--- src/rtl/binary_div_pkg.sv ---
// Shared definitions for the 2*DW / DW unsigned restoring divider.
//   DW_DEF  : default divisor/remainder width (dividend/quotient are 2*DW_DEF)
//   state_t : FSM encoding (IDLE=0, RUN=1, DONE=2)
//   DBZ_Q   : quotient reported on divide-by-zero (all ones) at the default width
package binary_div_pkg;

    localparam int DW_DEF = 11;

    typedef enum logic [1:0] {
        S_IDLE = 2'd0,
        S_RUN  = 2'd1,
        S_DONE = 2'd2
    } state_t;

    localparam logic [2*DW_DEF-1:0] DBZ_Q = '1;

endpackage

--- src/rtl/binary_div_step.sv ---
// One combinational restoring-division step.
//   pr_in  : partial remainder entering the step (always < d)
//   n_bit  : next dividend bit, MSB first
//   d      : divisor
//   pr_out : partial remainder after optional subtract (< d)
//   qbit   : quotient bit produced by this step
module binary_div_step
    import binary_div_pkg::*;
#(
    parameter int DW = DW_DEF
) (
    input  logic [DW-1:0] pr_in,
    input  logic          n_bit,
    input  logic [DW-1:0] d,
    output logic [DW-1:0] pr_out,
    output logic          qbit
);

    // Shifted remainder needs one extra bit before the compare.
    logic [DW:0] sh;
    logic [DW:0] diff;

    always_comb begin
        sh     = {pr_in, n_bit};
        diff   = sh - {1'b0, d};
        qbit   = (sh >= {1'b0, d});
        // After a successful subtract the result is < d, so DW bits suffice.
        pr_out = qbit ? diff[DW-1:0] : sh[DW-1:0];
    end

endmodule

--- src/rtl/binary_div_22_11_uni.sv ---
// Unsigned sequential radix-2 restoring divider, 2*DW-bit dividend by DW-bit
// divisor, one quotient bit per enabled clock edge.
//   clk, rst (sync, active-high), en (clock enable)
//   start, N, D : request and operands, accepted in IDLE/DONE
//   Q, R        : quotient / remainder, stable from done until next accept
//   busy, done  : iterating flag, one-enabled-edge completion pulse
//   dbz         : divide-by-zero flag (Q=all ones, R=0)
//   chk_err     : Q*D+R != N mismatch flag
// Optional feature: define BINARY_DIV_SELFCHECK_EN to build the Q*D+R check;
// otherwise chk_err is tied low and no multiplier exists.
module binary_div_22_11_uni
    import binary_div_pkg::*;
#(
    parameter int DW = DW_DEF,
    parameter int CW = 5
) (
    input  logic            clk,
    input  logic            rst,
    input  logic            en,
    input  logic            start,
    input  logic [2*DW-1:0] N,
    input  logic [DW-1:0]   D,
    output logic [2*DW-1:0] Q,
    output logic [DW-1:0]   R,
    output logic            busy,
    output logic            done,
    output logic            dbz,
    output logic            chk_err
);

    state_t          state_q;
    logic [CW-1:0]   cnt_q;
    logic [2*DW-1:0] n_q;     // dividend, shifted left; MSB feeds each step
    logic [DW-1:0]   d_q;
    logic [2*DW-1:0] q_q;
    logic [DW-1:0]   pr_q;
    logic            busy_q, done_q, dbz_q;

    logic [DW-1:0]   pr_d;
    logic            qbit;
    logic [2*DW-1:0] q_d;
    logic            accept;
    logic            last_step;

    binary_div_step #(.DW(DW)) u_step (
        .pr_in  (pr_q),
        .n_bit  (n_q[2*DW-1]),
        .d      (d_q),
        .pr_out (pr_d),
        .qbit   (qbit)
    );

    assign q_d       = {q_q[2*DW-2:0], qbit};
    assign accept    = start && (state_q == S_IDLE || state_q == S_DONE);
    assign last_step = (state_q == S_RUN) && (cnt_q == '0);

    always_ff @(posedge clk) begin
        if (rst) begin
            state_q <= S_IDLE;
            cnt_q   <= '0;
            n_q     <= '0;
            d_q     <= '0;
            q_q     <= '0;
            pr_q    <= '0;
            busy_q  <= 1'b0;
            done_q  <= 1'b0;
            dbz_q   <= 1'b0;
        end else if (en) begin
            done_q <= 1'b0;
            unique case (state_q)
                S_IDLE, S_DONE: begin
                    if (start) begin
                        n_q   <= N;
                        d_q   <= D;
                        pr_q  <= '0;
                        cnt_q <= CW'(2*DW-1);
                        if (D == '0) begin
                            // Divide-by-zero short-circuits straight to DONE.
                            state_q <= S_DONE;
                            q_q     <= '1;
                            dbz_q   <= 1'b1;
                            done_q  <= 1'b1;
                            busy_q  <= 1'b0;
                        end else begin
                            state_q <= S_RUN;
                            q_q     <= '0;
                            dbz_q   <= 1'b0;
                            busy_q  <= 1'b1;
                        end
                    end else begin
                        state_q <= S_IDLE;
                    end
                end
                S_RUN: begin
                    n_q  <= n_q << 1;
                    q_q  <= q_d;
                    pr_q <= pr_d;
                    if (cnt_q == '0) begin
                        state_q <= S_DONE;
                        busy_q  <= 1'b0;
                        done_q  <= 1'b1;
                    end else begin
                        cnt_q <= cnt_q - 1'b1;
                    end
                end
                default: state_q <= S_IDLE;
            endcase
        end
    end

`ifdef BINARY_DIV_SELFCHECK_EN
    // Original dividend is kept because n_q is consumed by the shifting.
    logic [2*DW-1:0] nlat_q;
    logic            chk_q;
    logic [3*DW-1:0] recon;

    // Reconstruct from the values about to be registered on the final step.
    assign recon = (3*DW)'(q_d) * (3*DW)'(d_q) + (3*DW)'(pr_d);

    always_ff @(posedge clk) begin
        if (rst) begin
            nlat_q <= '0;
            chk_q  <= 1'b0;
        end else if (en) begin
            if (accept) begin
                nlat_q <= N;
                chk_q  <= 1'b0;
            end else if (last_step) begin
                chk_q  <= (recon != (3*DW)'(nlat_q));
            end
        end
    end

    assign chk_err = chk_q;
`else
    assign chk_err = 1'b0;
`endif

    assign Q    = q_q;
    assign R    = pr_q;
    assign busy = busy_q;
    assign done = done_q;
    assign dbz  = dbz_q;

endmodule
--- config.mk ---
export PLATFORM = sky130hd
export DESIGN_NAME = binary_div_22_11_uni
export DESIGN_NICKNAME = d
export VERILOG_FILES = /design/src/rtl/binary_div_pkg.sv /design/src/rtl/binary_div_step.sv /design/src/rtl/binary_div_22_11_uni.sv
export SDC_FILE = /design/constraint.sdc
export NUM_CORES = 1
export LEC_CHECK = 0
export ABC_AREA = 1
export ABC_CLOCK_PERIOD_IN_PS = 2000
export CAP_MARGIN = 30
export CORE_ASPECT_RATIO = 0.75
export CORE_MARGIN = 2
export CORE_UTILIZATION = 47
export CTS_CLUSTER_DIAMETER = 50
export DETAILED_ROUTE_END_ITERATION = 10
export HOLD_SLACK_MARGIN = 0.06
export PLACE_DENSITY_LB_ADDON = 0.1
export SYNTH_ARGS = -nofsm -noshare
export SYNTH_HDL_FRONTEND = slang
export SYNTH_SLANG_ARGS = --single-unit
--- constraint.sdc ---
create_clock -name clk -period 2 [get_ports clk]
set_input_delay 0.3 -clock clk [delete_from_list [all_inputs] [get_ports clk]]
set_output_delay 0.3 -clock clk [all_outputs]
set_load 0.05 [all_outputs]
==> impl_metrics.ini <==
[routing]
drc = 0
vias = 3802
vias_per_cell = 5.12
detail_route.wl_per_cell_um = 13.5
first_pass_iters = 4
drt_wl_total_um = 10000
drtIter0Drc = 230
ant_nets = 0

[synth]
syn_area_um2 = 3920
syn_area_per_cell_um2 = 7.01
yosysUniqueCellTypes = 31
synth_top_area_share_pct = 38.8
ys_seq_area_share_pct = 38.8
synth_seq_cells = 76
yosysTopAreaCell = dfxtp_1
syn_inst = 559
ys_warn_count = 0
synthFlopType = dfxtp_1
yosys-top-cells-area = dfxtp_1, nand2_1, inv_1, a21oi_1, nor2_1
async_reset_ff_share_pct = 0
synth_nets = 610
synth-edff-count = 0

[floorplan]
dieHeight_um = 83.1
start_util_pct = 49.1
core-area_um2 = 7990
rows = 28
io-pin-count = 74
die-area_um2 = 9100
die_w_um = 109

[cells_and_area]
mostFrequentLayoutCell = nand2_1
antenna_cells = 0
layout_common_cells = nand2_1, dfxtp_1, clkdlybuf4s50_1, inv_1, nor2_1
drive_gt1_share_pct = 9.72
finalNetCount = 684
post-route-util_pct = 63.4
area_growth_pct = 29.2
fillers = 749

[sta]
slew_viol_final = 0
skew_ns = 0.00910
worst_pin_slew_ns = 0.547
max-slew-margin-rel_pct = 63.6
fin_crit_sh_pct = 94.6
setup_viol = 0
fmax_mhz = 529
fin_crit_ns = 1.89
whs_ns = 0.421
final_hold_viol_count = 0

[setup_path]
crit_fanout = 4
cp-end-kind = output pin
regToRegStartpoint = n_q[21]
max_stage_delay_ns = 0.83
reg2reg_slack_ns = 0.11
endpoint = R[9]
path_class = flop to output pin
worst-path-stages = 1
critPathTopFamily = buffers and inverters
worstPathArrival_ns = 1.59
critPathLaunchType = flop
crit_slowest_cell = clkdlybuf4s50_1
reg2regPathDepth = 14
crit_chain = clkdlybuf4s50_1
critPathBufInv = 1
startpoint = R[9]
worstPathRequired_ns = 1.70
reg2reg_to = R[5]

[global_route]
grt_pass1_wl_um = 16600
grt_max_degree = 45
grtUsageTotal_pct = 22.8
grt_pass1_vias = 3512
antenna_found_initial = 0
grt-ovfl-total = 0

[cts]
clkSinkCount = 76
cts_max_level = 3
insertion_delay_ns = 0.36
cts.reportedPaths.clkPinSlew_ns = 0.08
root_buffer = clkbuf_8
cts_tree = built
cts_buffer_depth = 2
cts_hold_buf = 0
numCtsBuffers = 9

[outcome]
outcome = finished clean

[pwr]
power.leakage_nw = 2.12
max-vdd-ir-drop_uv = 458
powerDensity_nw_per_um2 = 757

[placement]
dp_hpwl_um = 7100
place.gp.congestion = 0.949
io_buffer_count = 72

[worst_hold_path]
min_path_type = input port to flop

[run]
cap_viol_max_count = 0
logic make-up (layout without fill, tap and decap cells):
group,Yosys count,count (layout),share of synthesized area [%]
AO/OA/AOI/OAI,104,104,16.4
XOR/XNOR,3,3,0.670
adder cells (fa/ha/maj),14,14,4.66
buffers and inverters,97,176,10.6
flip-flops,76,76,38.8
other,1,1,0.0956
AND/OR/NAND/NOR,264,264,28.8
synthesized netlist by cell type, types with 3 or more instances:
cell	number
nand2_1	158
dfxtp_1	76
inv_1	64
nor2_1	50
a21oi_1	45
nand3_1	30
o21ai_0	22
a311oi_1	21
nand4_1	15
clkbuf_1	13
ha_1	13
a211oi_1	12
buf_2	11
buf_4	5
nor3_1	3
xor2_1	3
worst min-delay path by stage:
stage / cells past startpoint / endpoint / startpoint / slack (ns)
6_report: 2 / R[2] / rst / 0.42
5_1_grt: 2 / R[2] / rst / 0.44
3_3_place_gp: 2 / d_q[0] / d_q[0] / 0.46
2_1_floorplan: 2 / n_q[0] / n_q[0] / 0.44
3_5_place_dp: 2 / cnt_q[4] / cnt_q[4] / 0.46
4_1_cts: 2 / R[1] / rst / 0.40
registers in the layout, indices dropped and copies added (netlist names):
register and flops:
busy 1, state_q 2, R 11, cnt_q 5, n_q 22, done 1, Q 22, d_q 11
dbz 1
repair_timing:
action | CTS | global route
setup endpoints to repair | 12 | 12
setup buffers | 0 | 2
gates resized for setup | 4 | 10
pin swaps | 0 | 3
report_power, final:
part	internal, mW	switching (mW)	leakage (nW)	total (mW)
sequential	1.60	0.0515	0.623	1.65
clock	0.615	0.580	0.0999	1.19
combinational	0.401	0.588	1.40	0.989
total	2.62	1.22	2.12	3.84
cell type report:
cell class              count  area, µm²  area share (%)
clock buffers              11        141            2.79
inverters                  65        246            4.86
repair buffers             95        942            18.6
well taps                 105        131            2.59
clock inverters             5       60.1            1.19
multi-input cells         386       2020            39.9
flip-flops and latches     76       1530            30.1
layer usage:
layer / vias up / part of all wire, % / GRT usage [%]
met4: 0 / 0.95 / 4.95
met3: 12 / 6.6 / 8.56
met2: 90 / 40 / 32.0
met1: 1721 / 52 / 33.1
met5: - / 0 / 0
li1: 1979 / - / -
stage by stage:
| step | power, mW | worst slack [ns] | setup TNS [ns] | cells | cell area [µm²] |
|---|---|---|---|---|---|
| finish | 3.84 | 0.108 | 0 | 743 | 5070 |
| CTS | 3.85 | 0.00230 | 0 | 741 | 5030 |
| global route | 4.08 | -0.0164 | -0.0529 | 743 | 5070 |
| global placement | 2.62 | 0.0631 | 0 | 725 | 4810 |
| detailed placement | 2.63 | -0.0566 | -0.0856 | 725 | 4810 |
| floorplan | 2.34 | 0.0369 | 0 | 559 | 3930 |
Power figures use the tool's default switching activity.
